### src/rtl/sc_image_serial_receiver_pkg.sv
// Shared encodings and widths for the image-load serial receiver.
package sc_image_serial_receiver_pkg;

  typedef enum logic [1:0] {
    ST_IDLE    = 2'd0,
    ST_RECEIVE = 2'd1,
    ST_GAP     = 2'd2,
    ST_DONE    = 2'd3
  } state_e;

  localparam logic [1:0] CMD_LOAD_IMAGE = 2'b00;

  localparam int DATA_COUNT_W = 7;
  localparam int ROW_W        = 4;

endpackage

### src/rtl/sc_image_serial_receiver.sv
// Serial-to-row-byte deserializer feeding the image loader; holds the row
// index stable for a fixed hold-off after every completed byte.
module sc_image_serial_receiver
  import sc_image_serial_receiver_pkg::*;
#(
  parameter int ROWS         = 8,
  parameter int BITS_PER_ROW = 8,
  parameter int GAP_CYCLES   = 2
) (
  input  logic                    i_CLOCK,
  input  logic                    i_RESET,
  input  logic                    i_START,
  input  logic [1:0]              i_CMD,
  input  logic                    i_SDATA,
  input  logic                    i_SVALID,
  output logic                    o_SREADY,
  output logic [1:0]              o_CMD,
  output logic [DATA_COUNT_W-1:0] o_DATA_COUNT,
  output logic [ROW_W-1:0]        o_ROW,
  output logic [7:0]              o_BYTE,
  output logic                    o_BYTE_VALID,
  output logic                    o_FRAME_DONE,
  output logic                    o_BUSY
);

  localparam int BIT_CNT_W = $clog2(BITS_PER_ROW + 1);
  localparam int GAP_W     = $clog2(GAP_CYCLES);

  localparam logic [BIT_CNT_W-1:0] BITS_FULL = BIT_CNT_W'(BITS_PER_ROW);
  localparam logic [BIT_CNT_W-1:0] BITS_LAST = BIT_CNT_W'(BITS_PER_ROW - 1);
  localparam logic [ROW_W-1:0]     LAST_ROW  = ROW_W'(ROWS - 1);
  localparam logic [GAP_W-1:0]     GAP_LOAD  = GAP_W'(GAP_CYCLES - 1);

  state_e                  state_q, state_d;
  logic [1:0]              cmd_q, cmd_d;
  logic [DATA_COUNT_W-1:0] data_count_q, data_count_d;
  logic [ROW_W-1:0]        row_q, row_d;
  logic [7:0]              byte_q, byte_d;
  logic [BIT_CNT_W-1:0]    bit_cnt_q, bit_cnt_d;
  logic [GAP_W-1:0]        gap_q, gap_d;
  logic                    byte_valid_q, byte_valid_d;
  logic                    sready;
  logic                    accept;

  assign sready = (state_q == ST_RECEIVE);
  assign accept = i_SVALID & sready;

  // NOTE: every _d gets a default before the case so no path leaves it
  // unassigned; otherwise synthesis infers a latch to hold the old value.
  always_comb begin
    state_d      = state_q;
    cmd_d        = cmd_q;
    data_count_d = data_count_q;
    row_d        = row_q;
    byte_d       = byte_q;
    bit_cnt_d    = bit_cnt_q;
    gap_d        = gap_q;
    byte_valid_d = 1'b0;

    unique case (state_q)
      ST_IDLE: begin
        if (i_START) begin
          cmd_d        = i_CMD;
          row_d        = '0;
          data_count_d = '0;
          byte_d       = '0;
          bit_cnt_d    = '0;
          state_d      = ST_RECEIVE;
        end
      end
      ST_RECEIVE: begin
        if (accept) begin
          byte_d = {byte_q[6:0], i_SDATA};
          // A full counter means the previous byte is done: this bit opens a new row.
          if (bit_cnt_q == BITS_FULL) begin
            row_d        = row_q + 1'b1;
            data_count_d = '0;
            bit_cnt_d    = BIT_CNT_W'(1);
          end else begin
            data_count_d = DATA_COUNT_W'(bit_cnt_q);
            bit_cnt_d    = bit_cnt_q + 1'b1;
            if (bit_cnt_q == BITS_LAST) begin
              byte_valid_d = 1'b1;
              gap_d        = GAP_LOAD;
              state_d      = ST_GAP;
            end
          end
        end
      end
      ST_GAP: begin
        if (gap_q == '0) begin
          state_d = (row_q == LAST_ROW) ? ST_DONE : ST_RECEIVE;
        end else begin
          gap_d = gap_q - 1'b1;
        end
      end
      ST_DONE: state_d = ST_IDLE;
      default: state_d = ST_IDLE;
    endcase
  end

  // NOTE: sequential state uses non-blocking assignments so every register
  // samples the pre-edge values, independent of statement order.
  always_ff @(posedge i_CLOCK) begin
    if (i_RESET) begin
      state_q      <= ST_IDLE;
      cmd_q        <= '0;
      data_count_q <= '0;
      row_q        <= '0;
      byte_q       <= '0;
      bit_cnt_q    <= '0;
      gap_q        <= '0;
      byte_valid_q <= 1'b0;
    end else begin
      state_q      <= state_d;
      cmd_q        <= cmd_d;
      data_count_q <= data_count_d;
      row_q        <= row_d;
      byte_q       <= byte_d;
      bit_cnt_q    <= bit_cnt_d;
      gap_q        <= gap_d;
      byte_valid_q <= byte_valid_d;
    end
  end

  always_comb begin
    o_SREADY     = sready;
    o_CMD        = cmd_q;
    o_DATA_COUNT = data_count_q;
    o_ROW        = row_q;
    o_BYTE       = byte_q;
    o_BYTE_VALID = byte_valid_q;
    o_FRAME_DONE = (state_q == ST_DONE);
    o_BUSY       = (state_q != ST_IDLE);
  end

endmodule

### config.mk
export PLATFORM = sky130hd
export DESIGN_NAME = sc_image_serial_receiver
export DESIGN_NICKNAME = d
export VERILOG_FILES = /design/src/rtl/sc_image_serial_receiver_pkg.sv /design/src/rtl/sc_image_serial_receiver.sv
export SDC_FILE = /design/constraint.sdc
export NUM_CORES = 1
export LEC_CHECK = 0
export ABC_CLOCK_PERIOD_IN_PS = 1350
export CORE_MARGIN = 2
export CORE_UTILIZATION = 42
export CTS_CLUSTER_SIZE = 40
export DETAILED_ROUTE_END_ITERATION = 6
export MAX_ROUTING_LAYER = met4
export PLACE_DENSITY = 0.74
export SYNTH_ARGS = -nofsm -noshare
export SYNTH_HDL_FRONTEND = slang
export SYNTH_SLANG_ARGS = --single-unit
### constraint.sdc
create_clock -name i_CLOCK -period 1.35 [get_ports i_CLOCK]
set_input_delay 0.27 -clock i_CLOCK [delete_from_list [all_inputs] [get_ports i_CLOCK]]
set_output_delay 0.27 -clock i_CLOCK [all_outputs]
set_load 0.03 [all_outputs]
[Yosys cells after proc, flatten, opt, wreduce, memory -nomap -nowiden]
Index checks and enable logic that the tools add are counted.
Cells by class
  add/sub/neg operators: 3
  equality and inequality tests: 12
  multiplexer cells: 27
  bitwise logic cells: 3
  reductions and logical operators: 10
Operators with widths (number)
  4-bit two-way mux: 6
  8-bit two-way mux: 2
  4-bit case mux with 2 select lines: 2
  8-bit case mux with 2 select lines: 1
  7-bit two-way mux: 2
  7-bit case mux with 2 select lines: 1
  2-bit two-way mux: 6
  4-bit by 1-bit adder with 4-bit output (second input constant): 2
  4-bit by 3-bit equality test with 1-bit output (second input constant): 2
  2-bit case mux with 4 select lines: 1
  4-bit AND reduction: 2
  2-bit by 1-bit inequality test with 1-bit output (second input constant): 3
  2-bit inequality test (second input constant): 3
  2-bit nonzero test: 3
  1-bit two-way mux: 5
  5-bit AND reduction: 1
  2-bit equality test (second input constant): 2
  4-bit equality test (second input constant): 1
  4-bit OR reduction: 1
  3-bit AND reduction: 1
  2-bit by 1-bit equality test with 1-bit output (second input constant): 1
  2-bit zero test: 1
  1-bit inverter: 2
  1-bit case mux with 2 select lines: 1
  other kinds (3): 3
Word-level totals
  bits in registers: 29
  input port bits: 7
  output and inout port bits: 25
  logic and storage cells: 63

[Depth between registers and ports, before layout]
Gate-level depths: netlist (run 1).
  word-level depth: 5
  depth in mapped cells: 5
  mapped depth without buffers: 5

[Worst setup path before layout (run 1)]
Ideal clock, no wire load.
  kind: register to register
  start point: reg bit_cnt_q[0]
  end point: reg row_q[3], in the netlist o_ROW[3]
  setup time: 0.074 ns
  arrival: 1.328 ns
  data required time: 1.276 ns
  path slack: -0.052 ns
  cell stages (with the launch flop): 6
  buffers on the path: 0
  period minus slack after synthesis: 1.402 ns
  cells stage by stage: dfxtp_1 inv_1 ha_1 nand3b_4 or4_1 a31oi_1
Between the ends
  word-level cells in the longest chain between the ends: 3
RTL lines
  start, declared: RTL line sc_image_serial_receiver.sv:39  | logic [BIT_CNT_W-1:0] bit_cnt_q, bit_cnt_d;
  start signal, assigned: RTL line sc_image_serial_receiver.sv:120  | bit_cnt_q <= bit_cnt_d;
  4-bit equality test: RTL line sc_image_serial_receiver.sv:75  | if (bit_cnt_q == BITS_FULL) begin
  2-bit by 1-bit inequality test with 1-bit output (no line)
  4-bit AND reduction (no line)
  end signal, assigned: RTL line sc_image_serial_receiver.sv:118  | row_q <= row_d;
  end, declared: RTL line sc_image_serial_receiver.sv:37  | logic [ROW_W-1:0] row_q, row_d;
No other way between the ends.
A chain may end at the register's enable or synchronous reset.

[Worst setup path in the final report (run 1)]
  start point: reg state_q[1]
  end point: out o_BUSY
Between the ends
  word-level cells in the longest chain between the ends: 1
RTL lines
  start, declared: RTL line sc_image_serial_receiver.sv:34  | state_e state_q, state_d;
  start signal, assigned: RTL line sc_image_serial_receiver.sv:115  | state_q <= state_d;
  2-bit nonzero test: RTL line sc_image_serial_receiver.sv:134  | o_BUSY = (state_q != ST_IDLE);
  end, declared: RTL line sc_image_serial_receiver.sv:23  | output logic o_BUSY
No other way between the ends.

==> impl_metrics.tcl, run 1 <==
set metrics [dict create \
    nets 204 \
    combPwrFrac_pct 16.1 \
    ys_types 35 \
    synth_edf_count 0 \
    synth_warnings 0 \
    yosysSeqAreaShare_pct 43.7 \
    wl_per_cell_um 15.9 \
    period_share_pct 116 \
    cts_buffer_depth 2 \
    p_per_area_nw_per_um2 850 \
    htreeDepth 1 \
    antenna_cells 0 \
    clk_latency_ns 0.34 \
    synth_top_area_share_pct 43.7 \
    row_count 19 \
    seqPwrFrac_pct 49.3 \
    hold_ws_ns 0.474 \
    cp.required_ns 1.08 \
    status "finished, violations left" \
    ys_top_cells_by_area "dfxtp_1 (44%), o21ai_0 (6.7%), a21oi_1 (6.3%)" \
    ys_async_sr_fraction_pct 0 \
    clock-sinks 26 \
    worst_slack_ns -0.210 \
    finalWirelength_um 3570 \
    crit_path_start_kind "flip-flop" \
    ios 32 \
    hpwl_um 2070 \
    place_ws_ns -0.308 \
    synth.avg_cell_area_sq_um 8.51 \
    rsz0062_at_grt "yes" \
    grt_pass1_vias 1081 \
    synth_ff_type "dfxtp_1" \
    reg2reg_setup_slack_ns -0.12 \
    clk_pin_slew_worst_paths_ns 0.15 \
    first_pass_iters 4 \
    coreArea_sq_um 2730 \
    path_common_cell "buf_6" \
    drc_errors 0 \
    grt_antenna_before_repair 0 \
    power.internal_mw 1.19 \
    switching_share_pct 25.3 \
    synthCells 140 \
    grt_use_total_pct 20.2 \
    vdd_drop_max_mv 0.799 \
    grt_max_degree 16 \
    final_common_cell "buf_4" \
    drtIter0Drc 44 \
    cp_cell_sequence "buf_6 > buf_6 > or2_4 > buf_6" \
    fmax_mhz 641 \
    power_frac_clock_pct 34.6 \
    max_stage_delay_ns 0.37 \
    critPathSlowestCell "dfxtp_2" \
    cts_tree "built" \
    dieArea_sq_um 3280 \
    hold_start "o_BYTE[0]" \
    min_path_cells 2 \
    critPathKind "reg2out" \
    crit_path_end_kind "primary output" \
    leakagePower_nw 0.731 \
    cts_buffers 3 \
    initial_core_util_pct 43.6 \
    netlist_area_sq_um 1190 \
    dp.cells 204 \
    synth_seq_cells 26 \
    holdPathEnd "o_BYTE[1]" \
    die_h_um 57.3 \
    area_delta_synth_final_pct 57.2 \
    worstPathMaxFanout 4 \
    overflow 0 \
    p_sw_uw 403 \
    arrival_ns 1.29 \
    reg2regPathDepth 5 \
    yosysTopAreaCell "dfxtp_1" \
    timing.rr.end "o_ROW[3]" \
    reg2reg_from "state_q[1]" \
    hold_class "reg2reg" \
    violations "negative setup slack" \
    cts_root_buffer "clkbuf_4" \
    finalNonFillerCells 224 \
    final_max_slew_viol_count 0 \
    tns_ns -0.758 \
    fillers 200 \
    drive_above_1_share_pct 45.1 \
    place.port_buffers 28 \
    maxCapViolCount 0 \
    setup_viol 11 \
    vias 1272 \
    clock_skew_ns 0.00799 \
    layout_min_cycle_time_ns 1.56 \
    mostFrequentLayoutCells "buf_4 (25), dfxtp_1 (22), nand2_1 (15)" \
    hold_violations 0 \
    via_per_inst 5.68 \
    drtAntennaViolNets 0 \
    cts_hold_buf 0 \
    place.gp.congestion 0.790 \
    die_x_um 57.3 \
    grt_pass1_wl_um 5110 \
]
==> how the worst max path moves through the flow <==
stage	cells after the start	to	from	slack (ns)
final	4	o_BUSY	state_q[1]	-0.21
after floorplan	5	o_ROW[3]	bit_cnt_q[0]	0.03
after global placement	4	o_ROW[3]	i_SVALID	-0.27
after global routing	4	o_BUSY	state_q[1]	-0.24
after detailed placement	5	o_BYTE[4]	i_SVALID	-0.31
after CTS	3	o_SREADY	state_q[1]	-0.23
==> area by class of cell <==
type                    instances  area (sq um)  share of cell area, %
flip-flops and latches         26           533                   28.5
clock buffers                   3          22.5                   1.20
repair buffers                 59           497                   26.5
multi-input cells              98           724                   38.7
inverters                       6          27.5                   1.47
well taps                      31          38.8                   2.07
clock inverters                 1          30.0                   1.60
==> critical path, delay by kind of cell (launching register included) <==
family	cells	cell delay (ns)
buffers and inverters	3	0.37
DFF	1	0.37
and+or+nand+nor	1	0.22
==> layer usage <==
layer  global-route usage (%)  vias up  wire, um
met2                     33.3       51      1800
met3                     2.72       13       154
li1                         -      596         -
met1                     26.4      612      1510
met4                     4.98        0       112
met5                        -        -         0
==> Yosys cell counts, drive strengths merged (3+ instances only) <==
library cell	count
a21oi	15
o21ai	16
and3b	3
nand2	15
dfxtp	26
inv	6
a31oi	3
nor2	4
ha	3
nand3	6
buf	6
clkbuf	6
o32ai	4
mux2i	3
==> what timing repair did <==
action	in CTS	in global routing
hold endpoints to repair	0	0
gates resized for setup	49	59
setup endpoints to repair	25	36
buffers inserted	6	11
gates cloned	0	1
pin swaps	3	17
==> flip-flops by register name, summed over array words and instances (netlist names) <==
| signal | cells |
|---|---|
| o_DATA_COUNT | 4 |
| o_BYTE | 8 |
| state_q | 2 |
| o_ROW | 4 |
| bit_cnt_q | 4 |
| o_BYTE_VALID | 1 |
| o_CMD | 2 |
| gap_q | 1 |
==> power by group through the flow <==
| stage | combinational, mW | clock, mW | sequential [mW] |
|---|---|---|---|
| after floorplan | 0.104 | 0 | 0.811 |
| after global placement | 0.179 | 0 | 0.802 |
| after detailed placement | 0.183 | 0 | 0.803 |
| after CTS | 0.202 | 0.548 | 0.785 |
| after global routing | 0.270 | 0.578 | 0.787 |
| final | 0.256 | 0.552 | 0.785 |
==> cells by family after synthesis <==
logic type,share of synthesized area (%)
AO/OA/AOI/OAI,22.2
adder cells (fa/ha/maj),3.15
buffers and inverters,6.83
flip-flops,43.7
multiplexers,2.52
other,0.315
AND/OR/NAND/NOR,21.3
==> stage by stage <==
stage | area (sq um) | utilization, % | power, mW
after floorplan | 1200 | - | 0.915
after global placement | 1560 | 57.1 | 0.981
after detailed placement | 1560 | 57.1 | 0.986
after CTS | 1700 | 62.3 | 1.53
after global routing | 1870 | 68.5 | 1.63
final | 1870 | 68.5 | 1.59
Power figures use the tool's default switching activity.
==> inputs of run 2 (changes only) <==
--- a/config.mk
+++ b/config.mk
@@ -5,10 +5,11 @@
 export SDC_FILE = /design/constraint.sdc
 export NUM_CORES = 1
 export LEC_CHECK = 0
+export ABC_AREA = 1
 export ABC_CLOCK_PERIOD_IN_PS = 1350
 export CORE_MARGIN = 2
 export CORE_UTILIZATION = 42
-export CTS_CLUSTER_SIZE = 40
+export CTS_CLUSTER_SIZE = 24
 export DETAILED_ROUTE_END_ITERATION = 6
 export MAX_ROUTING_LAYER = met4
 export PLACE_DENSITY = 0.74
==> impl_metrics.tcl, run 2 <==
set metrics [dict create \
    status "finished, violations left" \
    violations "negative setup slack" \
    clock_skew_ns 0.00729 \
    clk_latency_ns 0.33 \
    ys_async_sr_fraction_pct 0 \
    grt_max_degree 16 \
    crit_path_end_kind "primary output" \
    maxCapViolCount 0 \
    antenna_cells 0 \
    reg2regPathDepth 9 \
    rsz0062_at_grt "yes" \
    combPwrFrac_pct 38.0 \
    cp_cell_sequence "buf_4 > nand2_1 > inv_1 > buf_6" \
    seqPwrFrac_pct 38.6 \
    fillers 232 \
    fmax_mhz 741 \
    synth_seq_cells 26 \
    cts_tree "built" \
    final_max_slew_viol_count 0 \
    ys_types 22 \
    hold_class "reg2reg" \
    drtIter0Drc 30 \
    critPathKind "reg2out" \
    yosysSeqAreaShare_pct 43.7 \
    area_delta_synth_final_pct 49.5 \
    htreeDepth 1 \
    place.port_buffers 28 \
    initial_core_util_pct 43.5 \
    vdd_drop_max_mv 0.793 \
    yosysTopAreaCell "dfxtp_1" \
    layout_min_cycle_time_ns 1.35 \
    worst_slack_ns -0.000218 \
    drtAntennaViolNets 0 \
    holdPathEnd "o_BYTE[7]" \
    final_common_cell "nand2_1" \
    die_h_um 57.2 \
    synth_warnings 0 \
    final-seq-area_sq_um 533 \
    cp.required_ns 1.08 \
    vias 1258 \
    power_mw 2.29 \
    drc_errors 0 \
    grt_pass1_wl_um 5290 \
    synthCells 166 \
    cts_hold_buf 0 \
    multi_input_area_sq_um 642 \
    netlist_area_sq_um 1190 \
    wl_per_cell_um 13.0 \
    power_frac_clock_pct 23.5 \
    ios 32 \
    synth_common_cells "nand2_1 (47), dfxtp_1 (26), a21oi_1 (21), nor2_1 (17), inv_1 (14)" \
    final_core_util_pct 65.1 \
    die_x_um 57.2 \
    row_count 19 \
    via_per_inst 5.03 \
    synth_edf_count 0 \
    coreArea_sq_um 2730 \
    synth_top_area_share_pct 43.7 \
    clock-sinks 26 \
    drive_above_1_share_pct 36.5 \
    cp_num_buf_inv 3 \
    cts_buffer_depth 2 \
    ys_top_cells_by_area "dfxtp_1 (44%), nand2_1 (15%), a21oi_1 (8.8%)" \
    grt_use_total_pct 21.2 \
    hpwl_um 2250 \
    arrival_ns 1.08 \
    reg2reg_from "bit_cnt_q[0]" \
    reg2reg_setup_slack_ns 0.04 \
    crit_path_start_kind "flip-flop" \
    largest_reg_flops 8 \
    worstPathMaxFanout 4 \
    cts_root_buffer "clkbuf_4" \
    cts_buffers 3 \
    hold_start "o_BYTE[7]" \
    timing.rr.end "o_ROW[2]" \
    clk_pin_slew_worst_paths_ns 0.15 \
    dieArea_sq_um 3270 \
    max_stage_delay_ns 0.36 \
    setup_viol 1 \
    switching_share_pct 35.3 \
    period_share_pct 100 \
    p_sw_uw 809 \
    nets 230 \
    place.gp.congestion 0.883 \
    p_per_area_nw_per_um2 1290 \
    mostFrequentLayoutCells "nand2_1 (42), buf_4 (23), dfxtp_1 (22)" \
    leakagePower_nw 0.780 \
    synth_ff_type "dfxtp_1" \
    grt_antenna_before_repair 0 \
    critPathSlowestCell "dfxtp_2" \
    grt_pass1_vias 1249 \
    power.internal_mw 1.48 \
    synth.most_common_cell "nand2_1" \
    synth.avg_cell_area_sq_um 7.17 \
    min_path_cells 2 \
    finalWirelength_um 3250 \
    first_pass_iters 4 \
    hold_violations 0 \
    cp_top_family "flip-flops" \
    overflow 0 \
    place_ws_ns -0.0982 \
]
## run 2: cell count changes in the layout (fill, tap and decap cells not counted), sizes merged, moves of 3 or more
| cell | previous run | this run |
|---|---|---|
| and3b | 3 | 0 |
| nand3 | 6 | 9 |
| a21oi | 15 | 21 |
| nand2 | 15 | 50 |
| mux2i | 3 | 0 |
| nor2 | 4 | 19 |
| o32ai | 4 | 0 |
| inv | 6 | 15 |
| o21ai | 16 | 9 |
| a31oi | 3 | 0 |
| buf | 37 | 31 |
## run 2: per-layer routing
metal  vias to the layer above  wire length (um)  global-route usage, %
met3                         8               118                   2.95
li1                        631                 -                      -
met5                         -                 0                      -
met1                       585              1350                   23.5
met4                         0                70                   8.64
met2                        34              1710                   38.1
## run 2: final cells by class
| class | count | share of cell area [%] |
|---|---|---|
| clock inverter | 1 | 1.69 |
| multi-input combinational | 119 | 36.1 |
| tap | 31 | 2.18 |
| timing repair buffer | 54 | 25.5 |
| inverter | 16 | 3.38 |
| sequential | 26 | 30.0 |
| clock buffer | 3 | 1.27 |
## run 2: per-stage QoR
step,setup TNS [ns],hold WS [ns],std cells,cell area (sq um)
2_1_floorplan,0,0.339,168,1200
5_1_grt,-0.257,0.494,250,1780
6_report,-0.000218,0.478,250,1780
4_1_cts,0,0.479,248,1710
3_5_place_dp,-1.57,0.450,242,1630
3_3_place_gp,-1.16,0.454,242,1630
## run 2: cell families (layout without fill, tap and decap cells)
logic type,Yosys count,in the layout,share of synthesized area [%]
AOI/OAI and AO/OA,30,30,12.6
adders and majority gates,3,3,3.15
buffers and inverters,23,74,9.78
DFF,26,26,43.7
other,1,3,0.315
and+or+nand+nor,83,83,30.4
## run 2: worst register-to-register path, stage by stage (launching register included)
cell      delay (ns)
dfxtp_4         0.40
inv_2           0.05
ha_4            0.14
nand3b_1        0.16
nand2_1         0.13
buf_4           0.15
nand3_2         0.06
nand2_1         0.05
inv_1           0.04
nor2_1          0.04
## run 2: power groups by stage
stage                     Combinational (mW)  Sequential [mW]  Clock [mW]
after floorplan                        0.392            0.967           0
after global routing                   0.941            0.892       0.583
final                                  0.870            0.884       0.538
after CTS                              0.772            0.882       0.547
after detailed placement               0.765            0.895           0
after global placement                 0.743            0.892           0
## run 2: worst max-delay path by stage
stage               slack (ns)      endpoint    startpoint  cells past startpoint
floorplan                0.007  bit_cnt_q[2]  bit_cnt_q[0]                      7
global placement         -0.07  bit_cnt_q[2]      i_SVALID                      7
detailed placement        -0.1  o_BYTE_VALID      i_SVALID                      6
CTS                     0.0001      o_ROW[3]      o_ROW[3]                      1
global route             -0.05  o_FRAME_DONE    state_q[0]                      4
finish                 -0.0002  o_FRAME_DONE    state_q[0]                      4
## run 2: repair_timing
item	CTS	global route
setup buffers	3	2
cloned	0	0
resized for setup	46	45
pin swaps	1	9
setup endpoints to repair	26	34
